### src/rtl/fma_pkg.sv
// Shared FMA datapath constants and wrapper-binding types for the alignment shifter.
package fma_pkg;

    localparam int ALN_LANES = 4;
    localparam int ALN_W     = 48;
    localparam int ALN_SW    = 6;

    typedef struct packed {
        logic [ALN_LANES-1:0]        lane_en;
        logic [ALN_LANES*ALN_SW-1:0] sft;
        logic [ALN_LANES*ALN_W-1:0]  acc;
    } sftit;

    typedef struct packed {
        logic [ALN_LANES-1:0]           sticky;
        logic [ALN_LANES*(ALN_W+1)-1:0] aln;
    } sftot;

    function automatic int ceil_div(input int num, input int den);
        return (num + den - 1) / den;
    endfunction

endpackage

### src/rtl/alnsft_lane.sv
// One alignment lane: STAGES staged right-shift slices plus guard bit.
// Sticky tracking is built only when ALNSFT_STICKY_EN is defined.
module alnsft_lane
    import fma_pkg::*;
#(
    parameter int W      = ALN_W,
    parameter int SW     = ALN_SW,
    parameter int STAGES = 2
) (
    input  logic              clk,
    input  logic              reset,
    input  logic [STAGES-1:0] stage_ld,
    input  logic              lane_en,
    input  logic [W-1:0]      acc,
    input  logic [SW-1:0]     sft,
    output logic [W:0]        aln,
    output logic              sticky
);

    localparam int G  = ceil_div(SW, STAGES);
    localparam int PW = G * STAGES;

    for (genvar k = 0; k < STAGES; k++) begin : g_stage
        // shift bits not yet consumed when entering this stage
        localparam int RW = PW - k * G;

        logic [W:0]    src_dat_s;
        logic [RW-1:0] src_rem_s;
        logic          src_en_s;
        logic [PW-1:0] amt_s;
        logic [W:0]    dat_d, dat_q;
        logic          en_d, en_q;

        if (k == 0) begin : g_head
            assign src_dat_s = {acc, 1'b0};
            assign src_rem_s = RW'(sft);
            assign src_en_s  = lane_en;
        end else begin : g_tail
            assign src_dat_s = g_stage[k-1].dat_q;
            assign src_rem_s = g_stage[k-1].g_rem.rem_q;
            assign src_en_s  = g_stage[k-1].en_q;
        end

        assign amt_s = PW'(src_rem_s[G-1:0]) << (k * G);

        // masked lanes pass their enable along but keep their data frozen
        always_comb begin
            en_d  = en_q;
            dat_d = dat_q;
            if (stage_ld[k]) begin
                en_d = src_en_s;
                if (src_en_s) begin
                    dat_d = src_dat_s >> amt_s;
                end else begin
                    dat_d = dat_q;
                end
            end else begin
                en_d = en_q;
            end
        end

        // data and enable registers of this stage
        always_ff @(posedge clk or negedge reset) begin
            if (!reset) begin
                en_q  <= 1'b0;
                dat_q <= {(W+1){1'b0}};
            end else begin
                en_q  <= en_d;
                dat_q <= dat_d;
            end
        end

        if (k < STAGES - 1) begin : g_rem
            logic [RW-G-1:0] rem_d, rem_q;

            // remaining shift bits travel with the data
            always_comb begin
                rem_d = rem_q;
                if (stage_ld[k] && src_en_s) begin
                    rem_d = src_rem_s[RW-1:G];
                end else begin
                    rem_d = rem_q;
                end
            end

            // remaining-shift register
            always_ff @(posedge clk or negedge reset) begin
                if (!reset) begin
                    rem_q <= {(RW-G){1'b0}};
                end else begin
                    rem_q <= rem_d;
                end
            end
        end

`ifdef ALNSFT_STICKY_EN
        logic       src_stk_s;
        logic       stk_d, stk_q;
        logic [W:0] lost_s;

        if (k == 0) begin : g_stk_head
            assign src_stk_s = 1'b0;
        end else begin : g_stk_tail
            assign src_stk_s = g_stage[k-1].stk_q;
        end

        assign lost_s = src_dat_s & ~({(W+1){1'b1}} << amt_s);

        // partial sticky accumulates the bits dropped by each slice
        always_comb begin
            stk_d = stk_q;
            if (stage_ld[k] && src_en_s) begin
                stk_d = src_stk_s | (|lost_s);
            end else begin
                stk_d = stk_q;
            end
        end

        // sticky register of this stage
        always_ff @(posedge clk or negedge reset) begin
            if (!reset) begin
                stk_q <= 1'b0;
            end else begin
                stk_q <= stk_d;
            end
        end
`endif
    end

    assign aln = g_stage[STAGES-1].en_q ? g_stage[STAGES-1].dat_q : {(W+1){1'b0}};

`ifdef ALNSFT_STICKY_EN
    assign sticky = g_stage[STAGES-1].en_q & g_stage[STAGES-1].stk_q;
`else
    assign sticky = 1'b0;
`endif

endmodule

### src/rtl/alnsft_pipe.sv
// Pipelined LANES-wide alignment shifter with valid/ready flow control.
// Optional sticky output enabled by ALNSFT_STICKY_EN.
module alnsft_pipe
    import fma_pkg::*;
#(
    parameter int LANES  = ALN_LANES,
    parameter int W      = ALN_W,
    parameter int SW     = ALN_SW,
    parameter int STAGES = 2
) (
    input  logic                   clk,
    input  logic                   reset,
    input  logic                   in_valid,
    output logic                   in_ready,
    input  logic [LANES-1:0]       lane_en,
    input  logic [LANES*W-1:0]     acc,
    input  logic [LANES*SW-1:0]    sft,
    output logic                   out_valid,
    input  logic                   out_ready,
    output logic [LANES*(W+1)-1:0] aln,
    output logic [LANES-1:0]       sticky
);

    logic [STAGES-1:0] v_d, v_q;
    logic [STAGES-1:0] adv_s;
    logic [STAGES-1:0] ld_s;

    // advance ripples back from the output so a full pipe can pop and push together
    always_comb begin
        logic            carry;
        logic [STAGES:0] vin;
        carry = out_ready;
        vin   = {v_q, in_valid};
        adv_s = {STAGES{1'b0}};
        ld_s  = {STAGES{1'b0}};
        v_d   = v_q;
        for (int k = STAGES - 1; k >= 0; k--) begin
            carry    = ~v_q[k] | carry;
            adv_s[k] = carry;
        end
        for (int k = 0; k < STAGES; k++) begin
            ld_s[k] = adv_s[k] & vin[k];
            v_d[k]  = adv_s[k] ? vin[k] : v_q[k];
        end
    end

    // stage valid bits
    always_ff @(posedge clk or negedge reset) begin
        if (!reset) begin
            v_q <= {STAGES{1'b0}};
        end else begin
            v_q <= v_d;
        end
    end

    assign in_ready  = adv_s[0];
    assign out_valid = v_q[STAGES-1];

    for (genvar i = 0; i < LANES; i++) begin : g_lane
        alnsft_lane #(
            .W      (W),
            .SW     (SW),
            .STAGES (STAGES)
        ) u_lane (
            .clk      (clk),
            .reset    (reset),
            .stage_ld (ld_s),
            .lane_en  (lane_en[i]),
            .acc      (acc[i*W +: W]),
            .sft      (sft[i*SW +: SW]),
            .aln      (aln[i*(W+1) +: W+1]),
            .sticky   (sticky[i])
        );
    end

endmodule

### config.mk
export PLATFORM = sky130hd
export DESIGN_NAME = alnsft_pipe
export DESIGN_NICKNAME = d
export VERILOG_FILES = /design/src/rtl/fma_pkg.sv /design/src/rtl/alnsft_lane.sv /design/src/rtl/alnsft_pipe.sv
export SDC_FILE = /design/constraint.sdc
export NUM_CORES = 1
export LEC_CHECK = 0
export ABC_AREA = 0
export CORE_ASPECT_RATIO = 0.7
export CORE_MARGIN = 2
export CORE_UTILIZATION = 40
export CTS_CLUSTER_SIZE = 16
export DETAILED_ROUTE_END_ITERATION = 10
export PLACE_DENSITY = 0.63
export SYNTH_ARGS = -nofsm -noshare
export SYNTH_HDL_FRONTEND = slang
export SYNTH_SLANG_ARGS = --single-unit
### constraint.sdc
create_clock -name clk -period 2.75 [get_ports clk]
set_input_delay 0.6875 -clock clk [delete_from_list [all_inputs] [get_ports clk]]
set_output_delay 0.6875 -clock clk [all_outputs]
set_load 0.01 [all_outputs]
==> run summary, run 1 <==
Synth area leader: dfrtp_1
clk_skew: 0.01673 ns
top_reg_cell synth: dfrtp_1
Worst setup EP type: output pin
Final Hold Fails: 0
first-pass GRT wire length: 142.2 mm
Die ar.: 67490 um^2
share of cells above drive strength 1: 14.72%
Reg2Reg Launch Point: g_lane[2].u_lane.g_stage[0].g_rem.rem_q[0]
Power Total: 0.02306 W
# DRC: 0
crit path DAT: 2.01 ns
Final period util: 97.96%
sequential element share of the synthesized area: 39.60%
area delta synth->final: 25.95%
Post-Synth Simple-Gate Area: 16.31%
CTS tree: built
async set-or-reset flop fraction in the synthesized netlist: 100.0%
hold crit path type: in -> async
Starting Density: 40.43%
compound-gate portion of the synthesized area: 21.90%
status: finished clean
Worst-path clk slew: 0.06 ns
DIE WIDTH: 309.7 um
Flop pwr share: 40.7%
CP max FO: 11
min cycle time layout: 2.694 ns
Worst EP required: 2.06 ns
EDFF count, synth: 0
gpl congestion: 0.9353
Total GRT Usage: 26.91%
CTS Buffer Depth: 3
number of global-route vias before repair: 23490
XOR/XNOR share of the synthesized area: 0%
yosys warns: 0
Max Fclk: 371.2 MHz
ANT nets after route: 0
post-DP HPWL: 69.67 mm
largest net degree at the start of global routing: 73
Commonest cells post-synth: nand2_1, dfrtp_1, o22ai_1
drt total wl: 93.54 mm
P_sw: 0.008322 W
total CTS buffers: 44
Post-Syn Instances: 2912
grt total ovfl: 0
Synth Area in Adders: 0%
Slew Limit Headroom: 33.21%
Synth Register Bits: 414
CTS root buffer: clkbuf_16
Slew Limit Fails: 0
# nets final: 3453
Die H: 218.0 um
Clock Sinks: 414
P_int: 0.01474 W
Port Buffers: 421
post-synthesis mux area share: 16.38%
worst-skew pair later-pin latency: 0.59 ns
R2R Path End: g_lane[2].u_lane.g_stage[1].dat_q[30]
H-tree Lvls: 2
row cnt: 78
CP Launch Type: register
PD cells: 700.1 nW/um^2
Comb power frac: 32.3%
TNS Setup: 0 ns
first-pass iteration count of the detailed router: 6
syn_area_per_cell: 8.983 um^2
switching part of the total: 36.08%
max cap viols: 0
largest family of logic cells by synthesized area: compound AO/OA/AOI/OAI gates
WL/cell: 22.57 um
Core ar.: 64700 um^2
initial antenna violation count: 4
Synth top area share: 39.60%
Clock Power Share: 27.0%
Post-Syn Area: 26160 um^2
kind of critical path: reg -> out
R2R cell count: 3
worst reg2reg setup slack: 0.37 ns
Area contributors post-synth: dfrtp_1, mux2_2, o22ai_1, nand2_1, o31ai_1
final instance area: 32950 um^2
1st-iter DRT viols: 2597
post-synth cell types: 59
slew at the pin with the worst max-slew slack: 1.002 ns
Max IR drop VDD: 0.4479 mV
via count: 24500
Top Ports: 426
dpl cell area: 31350 um^2
# setup viols final: 0
Lkg Pwr: 13.55 nW
most numerous cell in the Yosys netlist: nand2_1
drt via density: 5.910
## worst max-delay path by stage
stage | from | endpoint | slack [ns] | cells after the start
2_1_floorplan | sft[1] | g_lane[0].u_lane.g_stage[0].dat_q[0] | 0.92 | 5
3_3_place_gp | out_ready | in_ready | 0.13 | 3
3_5_place_dp | out_ready | in_ready | 0.12 | 3
4_1_cts | g_lane[1].u_lane.g_stage[1].en_q | aln[86] | -0.02 | 3
5_1_grt | g_lane[1].u_lane.g_stage[1].en_q | aln[84] | -0.004 | 4
6_report | g_lane[1].u_lane.g_stage[1].en_q | aln[84] | 0.06 | 4
## critical path, cell delays in order, from the launching register on
cell and delay, ns:
dfrtp_2 0.37, buf_12 0.14, buf_12 0.14, and2_1 0.20
clkdlybuf4s50_1 0.57
## sequential cells by signal, indices dropped and copies added (netlist names)
register and count:
g_lane.u_lane.g_stage.dat_q 392, g_lane.u_lane.g_stage.g_rem.rem_q 12, g_lane.u_lane.g_stage.en_q 8, v_q 2
## per-stage QoR
stage | instances | hold slack (ns) | worst slack (ns) | utilization (%)
final | 4145 | 0.1191 | 0.05601 | 50.92
after global routing | 4143 | 0.1465 | -0.004190 | 50.91
after CTS | 4136 | 0.1265 | -0.02076 | 50.74
after detailed placement | 4058 | 0.4622 | 0.1176 | 48.45
after global placement | 4058 | 0.4555 | 0.1320 | 48.45
after floorplan | 2915 | 0.3919 | 0.9206 | -
## routing by layer
| layer | GRT usage (%) | wire length [um] | share of wire (%) |
|---|---|---|---|
| met5 | 0 | 0 | 0 |
| met4 | 7.152 | 1896 | 2.0 |
| met3 | 4.849 | 8106 | 8.7 |
| met2 | 38.43 | 39600 | 42 |
| met1 | 41.28 | 43930 | 47 |
## power by group through the flow
stage / logic (W) / registers [W] / clock network, W
finish: 0.00745 / 0.00938 / 0.00623
global route: 0.00815 / 0.00954 / 0.00661
CTS: 0.00735 / 0.00932 / 0.00634
detailed placement: 0.00731 / 0.00941 / 0
global placement: 0.00717 / 0.00938 / 0
floorplan: 0.00486 / 0.00835 / 0
## final cells by class
type	count	area, um^2
diodes	4	10.01
flip-flops and latches	414	10370
clock buffers	60	1282
clock inverters	18	178.9
repair buffers	545	5635
well taps	880	1101
inverters	19	71.32
multi-input cells	2205	14300
fillers	6014	31760
## what timing repair did
| item | in CTS | in global routing |
|---|---|---|
| hold buffers | 0 | 0 |
| hold endpoints to repair | 0 | 0 |
| gates cloned | 0 | 3 |
| setup endpoints to repair | 97 | 24 |
| buffers inserted | 0 | 2 |
| resized for setup | 11 | 5 |
## cell families after synthesis
kind of cell	after synthesis
AO/OA/AOI/OAI	898
buffers and inverters	296
flip-flops	414
multiplexers	368
other	1
AND/OR/NAND/NOR	935
## cells in the final DEF (no fill, tap or decap), types with 7 or more instances in the layout
cell             instances
o31a_1                  21
inv_1                   13
a31oi_1                 41
and2_1                 195
clkbuf_16               47
o211ai_1                29
clkdlybuf4s50_1        410
o22ai_1                328
nand3_2                  7
mux4_2                  22
mux2_2                 213
nand2b_1                 7
a211o_1                 14
mux2i_1                124
and3_1                   8
o21ai_0                126
o31ai_1                171
buf_4                   84
buf_12                  37
clkbuf_8                10
nor2_1                 162
nor3_1                   8
nand2_1                504
a21oi_1                106
dfrtp_1                408
nor2b_1                  9
clkinv_2                10
a211oi_1                 7
o21ai_1                 27
Power figures use the tool's default switching activity.
==> inputs of run 2 (changes only) <==
- CAP_MARGIN: default -> 10
- GPL_ROUTABILITY_DRIVEN: default -> 0
==> run summary, run 2 (synthesis results as in run 1) <==
status: finished clean
CTS root buffer: clkbuf_16
largest register by flop count: g_lane.u_lane.g_stage.dat_q
Port Buffers: 421
Slew Limit Fails: 0
Core ar.: 64700 um^2
CP max stage delay: 0.56 ns
Cell Chain, Critical Path: buf_4 -> and2_1 -> clkdlybuf4s50_1
Reg area: 10370 um^2
final instance area: 32910 um^2
crit path DAT: 2.01 ns
Clock Power Share: 27.5%
largest net degree at the start of global routing: 64
Slew Limit Headroom: 30.55%
first-pass GRT wire length: 139.3 mm
P_int: 0.01479 W
Flop pwr share: 40.7%
P_sw: 0.008208 W
share of cells above drive strength 1: 14.72%
Worst setup EP type: output pin
Die ar.: 67490 um^2
drt total wl: 89.90 mm
Final Hold Fails: 0
Top Ports: 426
commonest non-fill, non-tap cell in the layout: nand2_1
RSZ-0062 raised after global routing: yes
hold crit path type: in -> async
Lkg Pwr: 13.58 nW
Final period util: 98.18%
CTS tree: built
slew at the pin with the worst max-slew slack: 1.029 ns
# DRC: 0
post-DP HPWL: 67.68 mm
switching part of the total: 35.69%
cts hold-fix bufs: 0
DIE WIDTH: 309.7 um
CP Launch Type: register
number of global-route vias before repair: 23350
TNS Setup: 0 ns
Die H: 218.0 um
Power Total: 0.02300 W
initial antenna violation count: 2
grt total ovfl: 0
CTS Buffer Depth: 3
kind of critical path: reg -> out
Max Fclk: 370.4 MHz
first-pass iteration count of the detailed router: 7
WL/cell: 21.71 um
Total GRT Usage: 26.13%
max reg flops: 392
clk_skew: 0.02247 ns
total CTS buffers: 44
area delta synth->final: 25.80%
fillcell total: 5965
1st-iter DRT viols: 2885
worst-skew pair later-pin latency: 0.58 ns
Crit-path slowest cell: clkdlybuf4s50_1
via count: 24490
Worst EP required: 2.06 ns
dpl cell area: 31340 um^2
row cnt: 78
Layout Utilization: 50.86%
biggest regs: g_lane.u_lane.g_stage.dat_q (392), g_lane.u_lane.g_stage.g_rem.rem_q (12), g_lane.u_lane.g_stage.en_q (8)
Worst-path clk slew: 0.06 ns
H-tree Lvls: 2
drt via density: 5.912
ANT nets after route: 0
max cap viols: 0
Clock Sinks: 414
most frequent cells in the layout: nand2_1, clkdlybuf4s50_1, dfrtp_1
Starting Density: 40.43%
min cycle time layout: 2.700 ns
Comb power frac: 31.8%
multi-input logic area: 14300 um^2
Max IR drop VDD: 0.5068 mV
# setup viols final: 0
PD cells: 698.9 nW/um^2
# nets final: 3451
CP max FO: 10
[run 2: repair_timing]
action	4_1_cts	5_1_grt
pin swaps	0	0
setup buffers	1	0
resized for setup	7	10
setup endpoints to repair	73	28
[run 2: path summary, 6_finish.rpt]
kind	slack, ns	depth (start not counted)	end	from
setup / recovery	0.05	3	aln[189]	g_lane[3].u_lane.g_stage[1].en_q
hold / removal	0.1	1	g_lane[2].u_lane.g_stage[0].dat_q[9]	reset
setup reg to reg	0.48	4	g_lane[1].u_lane.g_stage[1].dat_q[1]	g_lane[1].u_lane.g_stage[0].g_rem.rem_q[0]
hold reg to reg	0.48	2	g_lane[2].u_lane.g_stage[1].dat_q[26]	g_lane[2].u_lane.g_stage[1].dat_q[26]
max in group asynchronous	1.83	2	g_lane[0].u_lane.g_stage[0].dat_q[16]	reset
min in group clk	0.48	2	g_lane[2].u_lane.g_stage[1].dat_q[26]	g_lane[2].u_lane.g_stage[1].dat_q[26]
[run 2: per-layer routing]
metal / global-route usage (%) / up-vias / wire (um)
met2: 37.79 / 1198 / 38010
li1: - / 11270 / -
met5: 0 / - / 12
met4: 5.712 / 2 / 1791
met1: 39.49 / 11860 / 41120
met3: 5.792 / 158 / 8975
[run 2: stage by stage]
| stage | hold slack, ns | instances | setup slack, ns |
|---|---|---|---|
| finish | 0.09705 | 4142 | 0.04992 |
| global route | 0.1140 | 4141 | -0.01295 |
| CTS | 0.08443 | 4141 | 0.001628 |
| detailed placement | 0.4642 | 4060 | 0.1309 |
| global placement | 0.4564 | 4060 | 0.1678 |
| floorplan | 0.3919 | 2915 | 0.9206 |
[run 2: layout make-up]
type | count | area share [%]
multi-input cells | 2205 | 43.46
flip-flops and latches | 414 | 31.51
repair buffers | 543 | 16.86
clock buffers | 63 | 4.027
well taps | 880 | 3.346
clock inverters | 17 | 0.5703
inverters | 19 | 0.2167
diodes | 1 | 0.007605
[run 2: power groups by stage]
stage | logic, W | registers (W) | clock network, W
5_1_grt | 0.00801 | 0.00951 | 0.00669
3_3_place_gp | 0.00708 | 0.00935 | 0
4_1_cts | 0.00728 | 0.00928 | 0.00642
2_1_floorplan | 0.00486 | 0.00835 | 0
3_5_place_dp | 0.00724 | 0.00937 | 0
6_report | 0.00732 | 0.00936 | 0.00633
[run 2: worst max-delay path, delay by kind of cell (launching register included)]
family / cells / cell delay [ns]
flip-flops: 1 / 0.48
buffers and inverters: 2 / 0.76
AND/OR/NAND/NOR: 1 / 0.19
==> inputs of run 3 (changes only) <==
- CORE_ASPECT_RATIO: 0.7 -> 1.4
- GPL_ROUTABILITY_DRIVEN: 0 -> 1
==> run summary, run 3 (synthesis results as in run 1) <==
Worst EP required: 2.06 ns
Comb power frac: 32.2%
first-pass GRT wire length: 142.4 mm
Slew Limit Fails: 0
Final period util: 97.47%
Final Non-Filler Cells: 4084
Final Hold Slack: 0.08030 ns
kind of critical path: reg -> out
row cnt: 110
worst-skew pair later-pin latency: 0.57 ns
drt via density: 5.888
status: finished clean
Die H: 306.6 um
most frequent cells in the layout: nand2_1, clkdlybuf4s50_1, dfrtp_1
Flop pwr share: 40.5%
Reg2Reg Launch Point: g_lane[2].u_lane.g_stage[0].g_rem.rem_q[0]
slew at the pin with the worst max-slew slack: 0.9733 ns
min cycle time layout: 2.680 ns
CTS tree: built
largest net degree at the start of global routing: 69
max reg flops: 392
Core ar.: 64550 um^2
H-tree Lvls: 2
Layout Utilization: 50.69%
largest register by flop count: g_lane.u_lane.g_stage.dat_q
area delta synth->final: 25.09%
Slew Limit Headroom: 35.12%
Port Buffers: 421
Top Ports: 426
Clock Sinks: 414
cts hold-fix bufs: 0
Total GRT Usage: 27.07%
DIE WIDTH: 220.1 um
Worst-path clk slew: 0.06 ns
Lkg Pwr: 13.40 nW
clk_skew: 0.01652 ns
first-pass iteration count of the detailed router: 8
via count: 24050
Max Fclk: 373.1 MHz
Clock Power Share: 27.4%
CP startpoint: g_lane[2].u_lane.g_stage[1].en_q
Final Hold Fails: 0
Placed Instances: 4004
switching part of the total: 34.93%
# nets final: 3435
CP endpoint: aln[139]
# setup viols final: 0
Worst setup EP type: output pin
# DRC: 0
commonest non-fill, non-tap cell in the layout: nand2_1
P_sw: 0.007954 W
ANT nets after route: 0
number of global-route vias before repair: 23390
CTS Buffer Depth: 3
TNS Setup: 0 ns
crit path DAT: 1.99 ns
biggest regs: g_lane.u_lane.g_stage.dat_q (392), g_lane.u_lane.g_stage.g_rem.rem_q (12), g_lane.u_lane.g_stage.en_q (8)
P_int: 0.01481 W
CTS root buffer: clkbuf_16
total CTS buffers: 44
CP max FO: 41
RSZ-0062 raised after global routing: no
post-DP HPWL: 71.02 mm
Die ar.: 67490 um^2
R2R cell count: 3
grt total ovfl: 0
Max IR drop VDD: 0.4074 mV
drt total wl: 92.76 mm
1st-iter DRT viols: 2074
share of cells above drive strength 1: 14.00%
WL/cell: 22.71 um
gpl congestion: 0.9428
max cap viols: 0
Power Total: 0.02277 W
initial antenna violation count: 16
hold crit path type: in -> async
PD cells: 695.8 nW/um^2
Starting Density: 40.53%
CP Launch Type: register
worst reg2reg setup slack: 0.52 ns
R2R Path End: g_lane[2].u_lane.g_stage[1].dat_q[12]
run 3: cell count changes in the layout (fill, tap and decap cells not counted), sizes merged:
cell / before / now
dlymetal6s2s: 6 / 0
clkinvlp: 2 / 0
buf: 127 / 111
clkdlybuf4s50: 410 / 416
bufinv: 3 / 4
clkbuf: 63 / 68
clkinv: 13 / 7
run 3: timing repair:
action / 4_1_cts / 5_1_grt
setup endpoints to repair: 76 / 4
setup buffers: 1 / 0
gates resized for setup: 7 / 2
pin swaps: 0 / 0
run 3: cell type report:
class / count / area, um^2
flip-flops and latches: 414 / 10370
clock inverters: 10 / 153.9
clock buffers: 68 / 1323
diodes: 1 / 2.502
inverters: 19 / 71.32
repair buffers: 527 / 5456
fillers: 6034 / 31830
well taps: 840 / 1051
multi-input cells: 2205 / 14300
run 3: through the flow:
stage / setup slack [ns] / cell area [um^2]
final: 0.06958 / 32720
after global routing: 0.006197 / 32720
after CTS: 0.009948 / 32710
after detailed placement: 0.1439 / 31210
after global placement: 0.1551 / 31210
after floorplan: 0.9206 / 26170
run 3: how the worst min path moves through the flow:
stage	end	startpoint	slack, ns	cells after the start
2_1_floorplan	g_lane[0].u_lane.g_stage[0].dat_q[0]	reset	0.39	0
3_3_place_gp	g_lane[1].u_lane.g_stage[1].dat_q[44]	g_lane[1].u_lane.g_stage[1].dat_q[44]	0.46	2
3_5_place_dp	g_lane[1].u_lane.g_stage[1].dat_q[48]	g_lane[1].u_lane.g_stage[1].dat_q[48]	0.46	2
4_1_cts	g_lane[2].u_lane.g_stage[0].dat_q[25]	reset	0.09	1
5_1_grt	g_lane[2].u_lane.g_stage[0].dat_q[25]	reset	0.09	1
6_report	g_lane[2].u_lane.g_stage[0].dat_q[25]	reset	0.08	1
run 3: critical path, stage by stage (launching register included):
cell and delay (ns):
dfrtp_2 0.39, buf_12 0.17, and2_1 0.26, clkdlybuf4s50_1 0.60
run 3: power groups by stage:
stage | Combinational, W | Clock, W | Sequential [W]
after floorplan | 0.00486 | 0 | 0.00835
after global routing | 0.00804 | 0.00657 | 0.00939
final | 0.00732 | 0.00623 | 0.00922
after detailed placement | 0.00727 | 0 | 0.00931
after global placement | 0.00717 | 0 | 0.00926
after CTS | 0.00732 | 0.00633 | 0.00921
run 3: layer usage:
metal / routed length, um / global-route usage [%]
met5: 185 / 0
met4: 3348 / 9.099
met3: 6106 / 5.025
met2: 45050 / 45.85
met1: 38070 / 34.55
